`src/rtl/network_mac_accum_requant.sv`:
```
// -----------------------------------------------------------------------------
// network_mac_accum_requant
//
// Purpose:
//   Sits after the signed multiplier stage of the convolution datapath.
//   It sums TAPS signed products into one output pixel and adds a
//   per-channel bias. The sum is then rounded, right-shifted by SHIFT and
//   saturated to an OUT_WIDTH signed activation.
//
// Optional feature (macro NETWORK_MAC_RELU_EN):
//   defined   - a ReLU follows saturation. A negative result becomes 0 and
//               sat_flag reports only positive clipping.
//   undefined - the output is signed and saturates at both ends.
//
// Ports:
//   ap_clk      in   clock, rising-edge
//   ap_rst      in   asynchronous active-high reset
//   prod_data   in   [PROD_WIDTH-1:0] signed product
//   prod_valid  in   prod_data is valid
//   prod_ready  out  a product is accepted this cycle
//   bias        in   [OUT_WIDTH-1:0] signed bias, sampled with tap 0
//   out_data    out  [OUT_WIDTH-1:0] signed requantised result
//   out_valid   out  out_data is valid
//   out_ready   in   downstream accepts out_data
//   sat_flag    out  result was clipped (valid with out_valid)
//   dbg_state   out  [1:0] current FSM state (0=ACCUM, 1=ROUND, 2=OUT)
//
// Handshake:
//   Both sides use valid/ready. A transfer happens on a rising edge where
//   valid and ready are both high. While valid is high, the source holds its
//   data stable. Ready depends only on registered state, so no combinational
//   path exists from out_ready to prod_ready or from prod_valid to out_valid.
// -----------------------------------------------------------------------------
module network_mac_accum_requant #(
    parameter int PROD_WIDTH = 30,
    parameter int ACC_WIDTH  = 40,
    parameter int OUT_WIDTH  = 16,
    parameter int TAPS       = 9,
    parameter int SHIFT      = 12
) (
    input  logic                  ap_clk,
    input  logic                  ap_rst,
    input  logic [PROD_WIDTH-1:0] prod_data,
    input  logic                  prod_valid,
    output logic                  prod_ready,
    input  logic [OUT_WIDTH-1:0]  bias,
    output logic [OUT_WIDTH-1:0]  out_data,
    output logic                  out_valid,
    input  logic                  out_ready,
    output logic                  sat_flag,
    output logic [1:0]            dbg_state
);

    localparam logic [1:0] S_ACCUM = 2'd0;
    localparam logic [1:0] S_ROUND = 2'd1;
    localparam logic [1:0] S_OUT   = 2'd2;

    // TAPS is at most 255, so an 8-bit tap counter is always wide enough.
    localparam logic [7:0] TAPS_M1 = 8'(TAPS - 1);

    // This constant adds half an LSB before the arithmetic shift, so
    // rounding is half toward +infinity.
    localparam logic signed [ACC_WIDTH-1:0] ROUND_K =
        ACC_WIDTH'(64'd1 << (SHIFT - 1));

    // These are the saturation limits, sign-extended to the accumulator width.
    localparam logic signed [ACC_WIDTH-1:0] OUT_MAX =
        {{(ACC_WIDTH-OUT_WIDTH+1){1'b0}}, {(OUT_WIDTH-1){1'b1}}};
    localparam logic signed [ACC_WIDTH-1:0] OUT_MIN =
        {{(ACC_WIDTH-OUT_WIDTH+1){1'b1}}, {(OUT_WIDTH-1){1'b0}}};

    logic [1:0]                   state;
    logic [7:0]                   tap_cnt;
    logic signed [ACC_WIDTH-1:0]  acc;
    logic [OUT_WIDTH-1:0]         bias_q;
    logic [OUT_WIDTH-1:0]         out_data_q;
    logic                         sat_q;

    logic                         prod_fire;
    logic                         last_tap;
    logic signed [ACC_WIDTH-1:0]  prod_ext;
    logic signed [ACC_WIDTH-1:0]  bias_ext;
    logic signed [ACC_WIDTH-1:0]  bias_sh;
    logic signed [ACC_WIDTH-1:0]  t_sum;
    logic signed [ACC_WIDTH-1:0]  r_shift;
    logic [OUT_WIDTH-1:0]         res_data;
    logic                         res_sat;

    // prod_ready is forced low while reset is held. It rises as soon as
    // reset drops, because the state is already ACCUM.
    assign prod_ready = (state == S_ACCUM) && !ap_rst;
    assign out_valid  = (state == S_OUT);
    assign out_data   = out_data_q;
    assign sat_flag   = sat_q;
    assign dbg_state  = state;

    assign prod_fire = prod_valid && prod_ready;
    assign last_tap  = (tap_cnt == TAPS_M1);

    assign prod_ext = {{(ACC_WIDTH-PROD_WIDTH){prod_data[PROD_WIDTH-1]}}, prod_data};
    assign bias_ext = {{(ACC_WIDTH-OUT_WIDTH){bias_q[OUT_WIDTH-1]}}, bias_q};
    assign bias_sh  = bias_ext <<< SHIFT;

    // This block computes the requantised result from acc and bias_q. It is
    // registered only in ROUND, and acc and bias_q are stable in that state.
    always_comb begin
        t_sum    = acc + bias_sh + ROUND_K;
        r_shift  = t_sum >>> SHIFT;
        res_data = r_shift[OUT_WIDTH-1:0];
        res_sat  = 1'b0;
        if (r_shift > OUT_MAX) begin
            res_data = OUT_MAX[OUT_WIDTH-1:0];
            res_sat  = 1'b1;
        end else if (r_shift < OUT_MIN) begin
            res_data = OUT_MIN[OUT_WIDTH-1:0];
            res_sat  = 1'b1;
        end
`ifdef NETWORK_MAC_RELU_EN
        // A negative result clamps to zero. Negative clipping is not
        // reported, because the ReLU would have discarded it anyway.
        if (r_shift[ACC_WIDTH-1]) begin
            res_data = '0;
            res_sat  = 1'b0;
        end
`endif
    end

    always_ff @(posedge ap_clk or posedge ap_rst) begin
        if (ap_rst) begin
            state      <= S_ACCUM;
            tap_cnt    <= '0;
            acc        <= '0;
            bias_q     <= '0;
            out_data_q <= '0;
            sat_q      <= 1'b0;
        end else begin
            case (state)
                S_ACCUM: begin
                    if (prod_fire) begin
                        // Tap 0 starts a fresh sum and latches the channel bias.
                        if (tap_cnt == 8'd0) begin
                            acc    <= prod_ext;
                            bias_q <= bias;
                        end else begin
                            acc <= acc + prod_ext;
                        end
                        if (last_tap) begin
                            tap_cnt <= '0;
                            state   <= S_ROUND;
                        end else begin
                            tap_cnt <= tap_cnt + 8'd1;
                        end
                    end
                end
                S_ROUND: begin
                    out_data_q <= res_data;
                    sat_q      <= res_sat;
                    state      <= S_OUT;
                end
                S_OUT: begin
                    if (out_ready) begin
                        state <= S_ACCUM;
                    end
                end
                default: begin
                    state <= S_ACCUM;
                end
            endcase
        end
    end

endmodule

```
`config.mk`:
```
export PLATFORM = sky130hd
export DESIGN_NAME = network_mac_accum_requant
export DESIGN_NICKNAME = d
export VERILOG_FILES = /design/src/rtl/network_mac_accum_requant.sv
export SDC_FILE = /design/constraint.sdc
export NUM_CORES = 1
export LEC_CHECK = 0
export CORE_MARGIN = 4
export CORE_UTILIZATION = 59
export DETAILED_ROUTE_END_ITERATION = 7
export GPL_TIMING_DRIVEN = 0
export PLACE_DENSITY = 0.79
export SLEW_MARGIN = 20
export SYNTH_ARGS = -nofsm -noshare
export SYNTH_HDL_FRONTEND = slang
export SYNTH_SLANG_ARGS = --single-unit
```
`constraint.sdc`:
```
create_clock -name ap_clk -period 4.19 [get_ports ap_clk]
set_clock_uncertainty 0.15 [all_clocks]
set_input_delay 0.419 -clock ap_clk [delete_from_list [all_inputs] [get_ports ap_clk]]
set_output_delay 0.419 -clock ap_clk [all_outputs]
set_load 0.03 [all_outputs]
```
== Word level (Yosys, flattened, before mapping) ==
Cells that the tools add are included.
Storage, ports and cells
  output and inout port bits: 21
  word-level logic and storage cells: 36
  register bits: 83
Operators by class
  reduce and logical (&&, ||, !) cells: 8
  $add $sub $neg: 4
  multiplexer cells: 10
  eq/ne operators: 6
  magnitude comparators: 2
Operators with widths (count)
  40-bit by 13-bit adder with 40-bit output, second input constant: 1
  40-bit by 28-bit adder with 40-bit output: 1
  40-bit by 30-bit adder with 40-bit output: 1
  40-bit 2-to-1 mux: 1
  16-bit 2-to-1 mux: 2
  28-bit by 16-bit greater-than comparator with 1-bit output, second input constant: 1
  28-bit by 16-bit less-than comparator with 1-bit output, second input constant: 1
  8-bit by 1-bit adder with 8-bit output, second input constant: 1
  8-bit by 4-bit == test with 1-bit output, second input constant: 1
  8-bit zero test: 1
  8-bit 2-to-1 mux: 1
  2-bit 2-to-1 mux: 3
  2-bit one-hot mux with 3 select lines: 1
  3-bit AND reduction: 2
  2-bit != test, second input constant: 2
  2-bit by 1-bit == test with 1-bit output, second input constant: 1
  2-bit == test, second input constant: 1
  1-bit logical AND: 2
  2-bit zero test: 1
  1-bit 2-to-1 mux: 2
  2-bit by 1-bit != test with 1-bit output, second input constant: 1
  2-bit AND reduction: 1
  1-bit zero test: 1

== Logic depth before layout (Yosys ltp) ==
  word-level depth: 5
  mapped depth: 13
  depth with buffers taken out: 13

== Least setup slack after synthesis ==
Ideal clock, no wire load.
  path type: reg2reg
  start point: register bias_q[15]
  end point: register out_data_q[0] (netlist: out_data[0])
  buffers on the path: 2
  clock period less this slack: 3.431 ns
  arrival: 3.208 ns
  slack: 0.759 ns
  stages on the path, launching flop included: 13
  cells stage by stage: dfrtp_1 > ha_1 > clkbuf_1 > a21oi_1 > o21ai_1 > a211o_2 > a221oi_1 > xor2_1 > or4_4 > nor4b_4 > buf_6 > o21bai_1 > a21oi_2
On the way
  cells in the longest elaborated chain, start to end: 5
RTL lines
  start: declaration: RTL line 75  | logic [OUT_WIDTH-1:0] bias_q;
  start signal: assignment: RTL line 143  | bias_q <= bias;
  40-bit by 28-bit adder with 40-bit output (*): RTL line 107  | t_sum = acc + bias_sh + ROUND_K;
  40-bit by 13-bit adder with 40-bit output (*): RTL line 107
  28-bit by 16-bit less-than comparator with 1-bit output: RTL line 114  | end else if (r_shift < OUT_MIN) begin
  16-bit 2-to-1 mux: RTL line 114
  16-bit 2-to-1 mux (*): RTL line 111  | if (r_shift > OUT_MAX) begin
  end signal: assignment: RTL line 156  | out_data_q <= res_data;
  end: declaration: RTL line 76  | logic [OUT_WIDTH-1:0] out_data_q;
Every way passes the cells marked *; elsewhere a longest branch is shown, timed or not.
A chain may end at the register's enable or synchronous reset.

== Worst setup path after layout ==
  start point: register bias_q[15]
  end point: register out_data_q[1] (netlist: out_data[1])
Same word-level chain as after synthesis.

==> flow_summary.json <==
{
  "fin_setup_tns_ns": 0,
  "worst-path-buf-inv": 2,
  "fmax_mhz": 255,
  "critPathLaunchType": "flip-flop",
  "register_area_sq_um": 2080,
  "arrival_ns": 4.05,
  "drt_iter0_drc": 636,
  "io_pins": 71,
  "place_congestion": 0.924,
  "wirelength_mm": 19.3,
  "insertion_delay_ns": 0.35,
  "antenna_found_initial": 0,
  "fp.dieW_microns": 119,
  "cts_tree": "built",
  "multi_input_comb_area_sq_um": 4920,
  "stdcell_count": 1115,
  "design.die.area_sq_um": 14100,
  "netlist_instances": 881,
  "dp.cells": 1099,
  "synth_edf_count": 0,
  "dpl.hpwl_mm": 14.9,
  "reg2reg_depth": 12,
  "status": "complete, no violations",
  "slew_headroom": 0.535,
  "cts_buffer_depth": 2,
  "start_util": 0.601,
  "ys_seq_area_frac": 0.288,
  "reg2reg_to": "out_data[1]",
  "hold_viol": 0,
  "gr-usage-all-layers": 0.275,
  "grt_max_degree": 48,
  "hp-class": "reg2reg",
  "clock-sinks": 83,
  "setup_viol_count_final": 0,
  "placement.io_buffers": 70,
  "holdPathStages": 1,
  "die_h_microns": 119,
  "cts-resized-gates": 0,
  "ys.flop_type": "dfrtp_1",
  "cts_post_setup_buffers_inserted": 0,
  "postRouteAntennaNets": 0,
  "synthArstFlopShare": 1.00,
  "finalCritPeriodShare": 0.936,
  "worstHoldStart": "tap_cnt[7]",
  "first_global_vias": 6526,
  "min_to": "tap_cnt[7]",
  "vias_per_cell": 6.17,
  "cp-end-kind": "flip-flop",
  "syn_area_per_cell_sq_um": 8.20,
  "tightest_slew_ns": 0.694,
  "final_util": 0.701,
  "num-fill-cells": 1009,
  "synth_area_leaders": "dfrtp_1 29%, ha_1 12%, a21oi_1 7.8%, nand2_1 4.7%, xnor2_1 4.6%",
  "drv_cap": 0,
  "max-vdd-ir-drop_mv": 0.346,
  "fin_crit_ns": 3.92,
  "drt_first_pass_iters": 5,
  "whs_ns": 0.322,
  "grt_pass1_wl_mm": 31.6,
  "crit_type": "reg2reg",
  "powerDensity_nw_per_um2": 946,
  "synth_seq_cells": 83,
  "overflow": 0,
  "cts_buffers": 9,
  "synth_nets": 1001,
  "vias": 6885,
  "power_leakage_nw": 3.78,
  "drc": 0,
  "crit_path_max_incr_delay_ns": 0.62,
  "cts-root-buf": "clkbuf_16",
  "fin_nets": 1083,
  "num_rows": 40,
  "ys_types": 74,
  "worstPathRequired_ns": 4.32,
  "drv_slew": 0,
  "ctsHoldBuffers": 0,
  "yosys_warnings": 0,
  "cp_top_family": "compound AO/OA/AOI/OAI gates",
  "regToRegSetupSlack_ns": 0.27,
  "antenna_cells": 0,
  "design.core.area_sq_um": 12000,
  "yosys.area.top_type": "dfrtp_1",
  "htreeDepth": 3,
  "cpMaxStageDelayCell": "dfrtp_1",
  "area_growth_pct": 16.6,
  "rsz0062_at_grt": "no",
  "path_cells": "ha_1, clkbuf_1, a21oi_1, o21ai_1, a211o_2, o2bb2ai_1, xor2_1, or4_4, nor4b_4, buf_6, o21ai_1, a21oi_2",
  "wire_per_inst_microns": 17.3,
  "syn_area_sq_um": 7220,
  "cp_max_fo": 14,
  "drive_gt1_frac": 0.0723,
  "reg2reg_from": "bias_q[15]",
  "yosys.area.top_type_share": 0.288,
  "clkTransAtPathRegs_ns": 0.07,
  "cpMostUsedCell": "o21ai_1"
}
==> layer usage <==
| metal | vias up | routed length (microns) | track usage |
|---|---|---|---|
| met4 | 0 | 648 | 0.106 |
| li1 | 3393 | - | - |
| met2 | 251 | 8800 | 0.446 |
| met1 | 3191 | 8720 | 0.372 |
| met3 | 50 | 1120 | 0.0411 |
| met5 | - | 0 | 0 |
==> sequential cells by signal, indices dropped and copies added, names as in the netlist <==
| signal | flops |
|---|---|
| tap_cnt | 8 |
| out_data | 16 |
| dbg_state | 2 |
| sat_flag | 1 |
| acc | 40 |
| bias_q | 16 |
==> layout make-up <==
type,instances,area share
clock inverters,6,0.00580
well taps,147,0.0218
multi-input cells,744,0.584
flip-flops and latches,83,0.247
plain buffers,31,0.0181
repair buffers,71,0.0856
inverters,23,0.0106
clock buffers,10,0.0272
==> synth_stat cells (3+ instances only) <==
library cell / count
a21oi_1: 112
o21ai_1: 13
nand2b_1: 7
a21oi_2: 10
dfrtp_1: 83
o21bai_1: 9
o22ai_1: 3
nor2_1: 70
nand2_1: 90
nor2b_1: 14
xor2_1: 22
o21ai_0: 63
o21a_1: 7
inv_1: 23
a211o_1: 3
nor4_1: 5
o31ai_1: 3
ha_1: 68
clkbuf_1: 22
nor3_1: 22
a21o_1: 30
and3_1: 18
o2111ai_1: 3
or3_1: 4
o211ai_1: 4
a31oi_1: 16
nand3_1: 23
or2_2: 4
xnor2_1: 38
nand4_1: 8
a311oi_1: 4
a211oi_1: 8
mux2_2: 15
and2_1: 6
buf_1: 3
==> worst register-to-register path: stages (launching register included) <==
cell,delay (ns)
dfrtp_1,0.62
ha_1,0.31
clkbuf_1,0.19
a21oi_1,0.33
o21ai_1,0.13
a211o_2,0.31
o2bb2ai_1,0.25
xor2_1,0.13
or4_4,0.54
nor4b_4,0.46
buf_6,0.20
o21ai_1,0.08
a21oi_2,0.13
==> report_power, final <==
group	leakage, nW	switching (mW)	total, mW	internal, mW
Combinational	2.64	3.31	5.70	2.38
Sequential	1.01	0.326	1.50	1.17
Clock	0.137	0.362	0.771	0.409
Total	3.78	4.00	7.96	3.96
==> stage by stage <==
stage | power [mW] | worst slack [ns] | cell area (sq um)
after global routing | 8.71 | 0.0654 | 8420
after global placement | 7.00 | 0.0707 | 8110
after floorplan | 5.80 | 0.759 | 7220
after CTS | 7.88 | 0.188 | 8410
after detailed placement | 7.07 | 0.179 | 8130
final | 7.96 | 0.267 | 8420
==> cell usage in the layout, fill, tap and decap left out, types with 23 or more instances in the layout <==
master / n
nand3_1: 23
dfrtp_1: 83
a21oi_1: 112
clkbuf_1: 23
o21ai_0: 63
a21o_1: 30
nor2_1: 70
clkdlybuf4s50_1: 70
xnor2_1: 37
nand2_1: 90
ha_1: 68
==> kinds of logic after synthesis <==
logic type,after synthesis,share of synthesized area
compound gates,307,0.261
xor+xnor,60,0.0728
fa+ha+maj,70,0.123
buf+inv,54,0.0331
flops,83,0.288
mux,17,0.0262
simple gates,290,0.195
==> how the worst max path moves through the flow <==
stage	slack, ns	to	cells past startpoint	from
floorplan	0.76	out_data[0]	12	bias_q[15]
global placement	0.07	acc[1]	2	ap_rst
detailed placement	0.18	acc[38]	14	prod_data[0]
CTS	0.19	out_data[1]	13	acc[12]
global route	0.07	out_data[0]	12	bias_q[15]
finish	0.27	out_data[1]	12	bias_q[15]
Note: power is estimated with default switching activity, not from simulation.
